===== config.mk =====
export PLATFORM = sky130hd
export DESIGN_NAME = hazard_ctrl
export DESIGN_NICKNAME = d
export VERILOG_FILES = /design/src/rtl/hazard_ctrl.sv
export SDC_FILE = /design/constraint.sdc
export NUM_CORES = 1
export LEC_CHECK = 0
export ABC_AREA = 1
export CORE_MARGIN = 10
export CORE_UTILIZATION = 52
export CTS_CLUSTER_DIAMETER = 100
export CTS_CLUSTER_SIZE = 30
export DETAILED_ROUTE_END_ITERATION = 8
export PLACE_DENSITY = 0.8
export SLEW_MARGIN = 20
export SYNTH_ARGS = -nofsm -noshare
export SYNTH_HDL_FRONTEND = slang
export SYNTH_SLANG_ARGS = --single-unit

===== constraint.sdc =====
create_clock -name clk -period 2.2 [get_ports clk]
set_input_delay 0.44 -clock clk [delete_from_list [all_inputs] [get_ports clk]]
set_output_delay 0.44 -clock clk [all_outputs]
set_load 0.02 [all_outputs]

===== src/rtl/hazard_ctrl.sv =====
// hazard_ctrl: pipeline hazard unit for a 5-stage in-order core.
//   Tracks the instructions in EX/MEM/WB in a small scoreboard, detects
//   load-use hazards against the instruction in decode, handles taken-branch
//   flushes, selects ALU operand forwarding, and counts stall/flush cycles.
// Ports:
//   clk, rst                      clock, synchronous active-high reset
//   id_valid/id_rs1/id_rs2/...    decode-stage instruction fields
//   ex_br_taken                   branch in EX resolved taken
//   stall_pc, stall_id            hold PC and IF/ID register
//   flush_id, flush_ex            squash IF/ID, bubble into ID/EX
//   fwd_a, fwd_b                  00 = regfile, 10 = MEM result, 01 = WB result
//   stall_cnt, flush_cnt          saturating performance counters
module hazard_ctrl #(
  parameter int unsigned CNT_W = 16
) (
  input  logic             clk,
  input  logic             rst,
  input  logic             id_valid,
  input  logic [4:0]       id_rs1,
  input  logic [4:0]       id_rs2,
  input  logic             id_use_rs1,
  input  logic             id_use_rs2,
  input  logic [4:0]       id_rd,
  input  logic             id_regwrite,
  input  logic             id_memread,
  input  logic             id_branch,
  input  logic             ex_br_taken,
  output logic             stall_pc,
  output logic             stall_id,
  output logic             flush_id,
  output logic             flush_ex,
  output logic [1:0]       fwd_a,
  output logic [1:0]       fwd_b,
  output logic [CNT_W-1:0] stall_cnt,
  output logic [CNT_W-1:0] flush_cnt
);

  typedef struct packed {
    logic       valid;
    logic [4:0] rd;
    logic [4:0] rs1;
    logic [4:0] rs2;
    logic       use1;
    logic       use2;
    logic       regwrite;
    logic       memread;
    logic       branch;
  } slot_t;

  typedef enum logic [1:0] {
    RUN,
    LDSTALL,
    FLUSH
  } state_t;

  state_t            state_q, state_d;
  slot_t             ex_q, ex_d;
  slot_t             mem_q, mem_d;
  slot_t             wb_q, wb_d;
  logic [CNT_W-1:0]  stall_cnt_q, stall_cnt_d;
  logic [CNT_W-1:0]  flush_cnt_q, flush_cnt_d;

  logic              br_acc;
  logic              load_use;
  logic              stall_pc_c, stall_id_c, flush_id_c, flush_ex_c;
  logic [1:0]        fwd_a_c, fwd_b_c;

  function automatic logic [1:0] fwd_sel(input logic [4:0] rs, input logic use_rs,
                                         input slot_t mem, input slot_t wb);
    logic [1:0] sel;
    sel = 2'b00;
    if (use_rs && rs != 5'd0) begin
      // Loads in MEM have no result yet; they can only forward from WB.
      if (mem.valid && mem.regwrite && !mem.memread && mem.rd == rs)
        sel = 2'b10;
      else if (wb.valid && wb.regwrite && wb.rd == rs)
        sel = 2'b01;
    end
    return sel;
  endfunction

  // Hazard detection and control FSM; a taken branch overrides everything.
  always_comb begin
    state_d    = state_q;
    stall_pc_c = 1'b0;
    stall_id_c = 1'b0;
    flush_id_c = 1'b0;
    flush_ex_c = 1'b0;

    br_acc   = ex_br_taken && ex_q.valid && ex_q.branch;
    load_use = id_valid && ex_q.valid && ex_q.memread && ex_q.rd != 5'd0 &&
               ((id_use_rs1 && id_rs1 == ex_q.rd) || (id_use_rs2 && id_rs2 == ex_q.rd));

    if (br_acc) begin
      flush_id_c = 1'b1;
      flush_ex_c = 1'b1;
      state_d    = FLUSH;
    end else begin
      unique case (state_q)
        RUN: begin
          if (load_use) begin
            stall_pc_c = 1'b1;
            stall_id_c = 1'b1;
            flush_ex_c = 1'b1;
            state_d    = LDSTALL;
          end
        end
        LDSTALL: state_d = RUN;
        FLUSH: begin
          flush_id_c = 1'b1;
          state_d    = RUN;
        end
        default: state_d = RUN;
      endcase
    end
  end

  // Scoreboard shift: EX takes decode only when it is not stalled or bubbled.
  always_comb begin
    ex_d = '0;
    if (id_valid && !stall_id_c && !flush_ex_c) begin
      ex_d.valid    = 1'b1;
      ex_d.rd       = id_rd;
      ex_d.rs1      = id_rs1;
      ex_d.rs2      = id_rs2;
      ex_d.use1     = id_use_rs1;
      ex_d.use2     = id_use_rs2;
      ex_d.regwrite = id_regwrite;
      ex_d.memread  = id_memread;
      ex_d.branch   = id_branch;
    end
    mem_d = ex_q;
    wb_d  = mem_q;
  end

  always_comb begin
    fwd_a_c = fwd_sel(ex_q.rs1, ex_q.use1, mem_q, wb_q);
    fwd_b_c = fwd_sel(ex_q.rs2, ex_q.use2, mem_q, wb_q);
  end

  // Outputs forced low while reset is held so nothing leaks from stale state.
  always_comb begin
    stall_pc = stall_pc_c & ~rst;
    stall_id = stall_id_c & ~rst;
    flush_id = flush_id_c & ~rst;
    flush_ex = flush_ex_c & ~rst;
    fwd_a    = rst ? 2'b00 : fwd_a_c;
    fwd_b    = rst ? 2'b00 : fwd_b_c;
  end

  always_comb begin
    stall_cnt_d = stall_cnt_q;
    flush_cnt_d = flush_cnt_q;
    if (stall_pc && stall_cnt_q != '1)
      stall_cnt_d = stall_cnt_q + CNT_W'(1);
    if (br_acc && flush_cnt_q != '1)
      flush_cnt_d = flush_cnt_q + CNT_W'(1);
  end

  assign stall_cnt = stall_cnt_q;
  assign flush_cnt = flush_cnt_q;

  always_ff @(posedge clk) begin
    if (rst) begin
      state_q     <= RUN;
      ex_q        <= '0;
      mem_q       <= '0;
      wb_q        <= '0;
      stall_cnt_q <= '0;
      flush_cnt_q <= '0;
    end else begin
      state_q     <= state_d;
      ex_q        <= ex_d;
      mem_q       <= mem_d;
      wb_q        <= wb_d;
      stall_cnt_q <= stall_cnt_d;
      flush_cnt_q <= flush_cnt_d;
    end
  end

endmodule


==> flow_metrics.tcl, run 1 <==
set metrics [dict create \
    grt_pass1_vias 3336 \
    placed_cell_area_sq_mm 0.00433 \
    setup_tns_ns 0 \
    critPathKind "primary input to primary output" \
    holdWs_ns 0.373 \
    cp.required_ns 1.76 \
    synth_edf_count 0 \
    drive_gt1_frac 0.164 \
    area_growth_pct 35.5 \
    ys_async_sr_fraction 0 \
    pin_count 64 \
    skew_ns 0.00906 \
    wl_per_cell_um 13.1 \
    worst_pin_slew_ns 0.562 \
    htree_num_levels 3 \
    synth.avg_cell_area_sq_um 7.04 \
    syn_inst 483 \
    die_area_sq_mm 0.0102 \
    status "completed" \
    clkTransAtPathRegs_ns 0.08 \
    worst_path_max_delay_cell "clkdlybuf4s50_1" \
    layout_commonest_cell "nand2_1" \
    startpoint_type "primary input" \
    cts_tree "yes" \
    rsz0062_at_grt "true" \
    cp.arrival_ns 1.70 \
    ant_nets 0 \
    die_h_um 101 \
    yosysWarnings 0 \
    path_cells "clkdlybuf4s50_1 > inv_1 > buf_4 > nand2_2 > nor2_2 > nand3_2 > inv_1 > buf_4" \
    setup_viol 0 \
    synth-main-ff-cell "dfxtp_1" \
    fin_crit_ns 2.14 \
    worst_ir_drop_vdd_uv 482 \
    worst-path-max-fanout 7 \
    grt_pass1_wl_um 14500 \
    yosysSeqAreaShare 0.412 \
    rows 29 \
    synth.distinct_cells 37 \
    final_area_sq_mm 0.00461 \
    fin_nets 608 \
    p_leak_nw 2.10 \
    p_per_area_mw_per_mm2 581 \
    ctsHoldBuffers 0 \
    netlist_area_sq_mm 0.00340 \
    post-route-drc-count 0 \
    diodes 0 \
    grt_max_degree 25 \
    via_count 3306 \
    hold_viol 0 \
    drtIter0Drc 176 \
    detailed_place_hpwl_um 6460 \
    slowest_delay_ns 0.44 \
    ys_ff_latch 70 \
    cts_made_buffers 9 \
    grt_remaining_overflow 0 \
    post-route-util 0.725 \
    final_cell_mix "nand2_1, nor2_1, dfxtp_1" \
    power.total_w 0.00268 \
    clock_path_buffers 2 \
    cts_root_buf "clkbuf_8" \
    slew_viol_final 0 \
    antenna_found_initial 0 \
    cts.sinks 70 \
    gp_congestion 0.905 \
    io_buffers 63 \
    max_freq_ghz 0.468 \
    start_util 0.535 \
    wl_um 8680 \
    first_pass_iters 4 \
    synth_fp_nets 509 \
    cap_viol_max_count 0 \
    crit_path_end_kind "primary output" \
    relSlewSlack 0.623 \
    vias_per_cell 4.98 \
    coreArea_sq_mm 0.00635 \
    finalCritPeriodShare 0.971 \
    grt_usage 0.172 \
    hold_path.class "primary input to flip-flop" \
    die_x_um 101 \
    clk_latency_ns 0.34 \
]
## area by class of cell
| type | count | area [sq um] |
|---|---|---|
| Clock buffer | 10 | 138 |
| Clock inverter | 6 | 93.8 |
| Fill cell | 493 | 1740 |
| Inverter | 73 | 274 |
| Multi-Input combinational cell | 328 | 1670 |
| Sequential cell | 70 | 1400 |
| Tap cell | 77 | 96.3 |
| Timing Repair Buffer | 100 | 931 |
## cell families (layout without fill, tap and decap cells)
kind of cell	count (synthesis)	in the layout	synth area share
and+or+nand+nor	255	255	0.330
buffers and inverters	85	189	0.102
DFF	70	70	0.412
AOI/OAI and AO/OA	45	45	0.0821
xor gates and xnor gates	26	26	0.0670
adders and majority gates	2	2	0.00736
## per-layer routing
layer / wire length [um] / track usage / vias to the layer above
met5: 0 / 0 / -
met4: 193 / 0.0902 / 0
met3: 467 / 0.0391 / 18
met2: 4300 / 0.295 / 88
met1: 3720 / 0.193 / 1508
li1: - / - / 1692
## per-stage QoR
step,setup slack (ns),instances
floorplan,0.378,483
global placement,-0.450,644
detailed placement,-0.473,644
CTS,-0.178,664
global route,-0.0192,664
finish,0.0636,664
## registers in the layout (all words and copies together), names as in the netlist
signal	count
stall_cnt	16
mem_q	8
ex_q	21
wb_q	7
flush_cnt	16
state_q	2
## cells in the mapped netlist (2+ instances only)
cell      instances  area (sq um)
a21oi_1          17          85.1
a21oi_2          10          87.6
buf_2             3          15.0
clkbuf_1          5          18.8
dfxtp_1          70          1400
ha_1              2          25.0
inv_1            69           259
inv_2             4          15.0
nand2_1         112           420
nand2_2           2          12.5
nand3_1          24           120
nand3_2           2          20.0
nand4_1           6          37.5
nor2_1           79           297
nor2_2            2          12.5
nor2_4            3          33.8
nor3_1           12          60.1
nor3b_1           3          22.5
nor4_1            3          18.8
o21ai_0          12          60.1
or2_2             3          18.8
xnor2_1          11          96.3
xor2_1           15           131
## worst max-delay path: cells and delay by family
kind                   cells  cell delay (ns)
buffers and inverters      5             0.93
AND/OR/NAND/NOR            3             0.32
## report_power, final
part           total, W  leakage [nW]  internal, W  switching, W
combinational  0.000192          1.42    0.0000963     0.0000962
sequential      0.00131         0.568      0.00129     0.0000174
clock           0.00118         0.113     0.000677      0.000501
total           0.00268          2.10      0.00206      0.000615
## what timing repair did
item	CTS	global route
setup buffers	4	0
pin swaps	7	9
resized for setup	28	29
hold endpoints to repair	0	0
setup endpoints to repair	8	28
## worst paths after layout
path / start / to / slack (ns) / depth (start not counted)
setup / recovery: rst / stall_pc / 0.06 / 8
hold / removal: id_use_rs1 / ex_q[4] / 0.37 / 3
setup reg to reg: ex_q[18] / ex_q[5] / 0.19 / 15
hold reg to reg: mem_q[2] / wb_q[2] / 0.43 / 2
No activity file was read; power rests on OpenSTA's default activity.
==> run 2, diff against run 1 <==
--- a/config.mk
+++ b/config.mk
@@ -7,11 +7,13 @@
 export LEC_CHECK = 0
 export ABC_AREA = 1
 export CORE_MARGIN = 10
-export CORE_UTILIZATION = 52
+export CORE_UTILIZATION = 65
+export CTS_BUF_LIST = sky130_fd_sc_hd__clkbuf_4
 export CTS_CLUSTER_DIAMETER = 100
 export CTS_CLUSTER_SIZE = 30
 export DETAILED_ROUTE_END_ITERATION = 8
-export PLACE_DENSITY = 0.8
+export DONT_BUFFER_PORTS = 1
+export PLACE_DENSITY = 0.81
 export SLEW_MARGIN = 20
 export SYNTH_ARGS = -nofsm -noshare
 export SYNTH_HDL_FRONTEND = slang
==> flow_metrics.tcl, run 2 (synthesis results as in run 1) <==
set metrics [dict create \
    via_count 2998 \
    cp.depth 5 \
    path_buf_inv 1 \
    layout.cells.non_filler 578 \
    grt_max_degree 41 \
    path_cells "or2_2 > a22oi_2 > nand4_1 > nor3b_2 > buf_4" \
    skew_ns 0.00705 \
    final_area_sq_mm 0.00376 \
    cp.required_ns 1.76 \
    placed_cell_area_sq_mm 0.00355 \
    grt_pass1_vias 3011 \
    die_x_um 92.3 \
    cp.arrival_ns 1.73 \
    pin_count 64 \
    reg2reg_slack_ns 0.35 \
    reg2reg_to "flush_cnt[14]" \
    ctsHoldBuffers 0 \
    place_ws_ns 0.290 \
    worst_path_max_delay_cell "dfxtp_2" \
    die_area_sq_mm 0.00852 \
    detailed_place_hpwl_um 5960 \
    p_leak_nw 1.66 \
    first_pass_iters 5 \
    rr_worst_depth 6 \
    rsz0062_at_grt "true" \
    crit_path_end_kind "primary output" \
    drive_gt1_frac 0.167 \
    p_per_area_mw_per_mm2 587 \
    post-route-drc-count 0 \
    die_h_um 92.3 \
    r2r_start "flush_cnt[2]" \
    worst_ir_drop_vdd_uv 498 \
    wl_per_cell_um 13.7 \
    holdWs_ns 0.0789 \
    cts_made_buffers 9 \
    slew_viol_final 0 \
    ant_nets 0 \
    status "completed" \
    cts_tree "yes" \
    start_util 0.670 \
    antenna_found_initial 0 \
    hold_viol 0 \
    critPathKind "flip-flop to primary output" \
    rows 26 \
    wl_um 7930 \
    cts.sinks 70 \
    relSlewSlack 0.616 \
    hold_path.class "primary input to flip-flop" \
    finalCritPeriodShare 0.985 \
    grt_usage 0.189 \
    crit_path_end "fwd_b[0]" \
    worst_pin_slew_ns 0.571 \
    startpoint_type "flip-flop" \
    final.setup.worst_slack_ns 0.0324 \
    final_cell_mix "nand2_1, nor2_1, inv_1" \
    cp_top_family "simple AND/OR/NAND/NOR gates" \
    fin_nets 529 \
    clock_path_buffers 2 \
    area_growth_pct 10.8 \
    clk_latency_ns 0.41 \
    cts_root_buf "clkbuf_4" \
    htree_num_levels 3 \
    top_register "ex_q" \
    place_inst 559 \
    slowest_delay_ns 0.36 \
    coreArea_sq_mm 0.00507 \
    vias_per_cell 5.19 \
    grt_remaining_overflow 0 \
    drtIter0Drc 132 \
    max_freq_ghz 0.461 \
    cap_viol_max_count 0 \
    gp_congestion 0.882 \
    io_buffers 0 \
    layout_commonest_cell "nand2_1" \
    setup_viol 0 \
    diodes 0 \
    largest_reg_flops 21 \
    fin_crit_ns 2.17 \
    clkTransAtPathRegs_ns 0.11 \
    worst-path-max-fanout 4 \
    cp-startpoint "ex_q[7]" \
    grt_pass1_wl_um 13400 \
]
[run 2: changes by cell type in the layout (fill, tap and decap cells not counted), sizes merged, moves of 2 or more]
cell | previous run | this run
dlymetal6s2s | 9 | 0
dlygate4sd2 | 3 | 0
clkinv | 2 | 5
buf | 43 | 21
clkdlybuf4s50 | 43 | 0
inv | 74 | 72
[run 2: metrics by stage]
| step | power, W | setup TNS (ns) | utilization |
|---|---|---|---|
| CTS | 0.00221 | -0.00872 | 0.727 |
| global placement | 0.00144 | 0 | 0.699 |
| global route | 0.00230 | -0.0869 | 0.742 |
| finish | 0.00221 | 0 | 0.742 |
| detailed placement | 0.00144 | 0 | 0.699 |
| floorplan | 0.00143 | 0 | - |
[run 2: how the worst min path moves through the flow]
stage                   endpoint  cells after the start  startpoint  slack (ns)
global route        stall_cnt[4]                      1         rst        0.07
global placement        mem_q[2]                      2     ex_q[2]        0.39
CTS                 stall_cnt[4]                      1         rst        0.07
floorplan               mem_q[2]                      2     ex_q[2]        0.39
detailed placement      mem_q[2]                      2     ex_q[2]        0.40
finish              stall_cnt[4]                      1         rst        0.08
[run 2: power by group]
| part | leakage [nW] | internal (W) | switching, W |
|---|---|---|---|
| clock | 0.0750 | 0.000347 | 0.000438 |
| combinational | 1.01 | 0.0000453 | 0.0000680 |
| sequential | 0.572 | 0.00129 | 0.0000193 |
[run 2: final cells by class]
cell class / count / area, sq um
multi-input combinational: 328 / 1690
fill: 417 / 1310
timing repair buffer: 21 / 161
tap: 70 / 87.6
clock buffer: 10 / 75.1
sequential: 70 / 1420
clock inverter: 6 / 52.6
inverter: 73 / 280
[run 2: timing repair]
action / CTS / global route
setup endpoints to repair: 2 / 6
endpoints found under the hold margin: 0 / 0
gates cloned: 0 / 0
setup buffers: 0 / 3
pin swaps: 0 / 9
resized for setup: 3 / 24
[run 2: routing by layer]
metal	wire length, um	global-route usage	vias up
met1	3310	0.209	1343
li1	-	-	1539
met4	145	0.0823	0
met2	3830	0.326	103
met3	638	0.0589	13
met5	0	0	-
==> run 3, diff against run 2 <==
--- a/config.mk
+++ b/config.mk
@@ -9,7 +9,7 @@
 export CORE_MARGIN = 10
 export CORE_UTILIZATION = 65
 export CTS_BUF_LIST = sky130_fd_sc_hd__clkbuf_4
-export CTS_CLUSTER_DIAMETER = 100
+export CTS_CLUSTER_DIAMETER = 200
 export CTS_CLUSTER_SIZE = 30
 export DETAILED_ROUTE_END_ITERATION = 8
 export DONT_BUFFER_PORTS = 1
==> results of run 3 <==
Same layout as run 2: the final DEF is identical, and so are final timing and power.
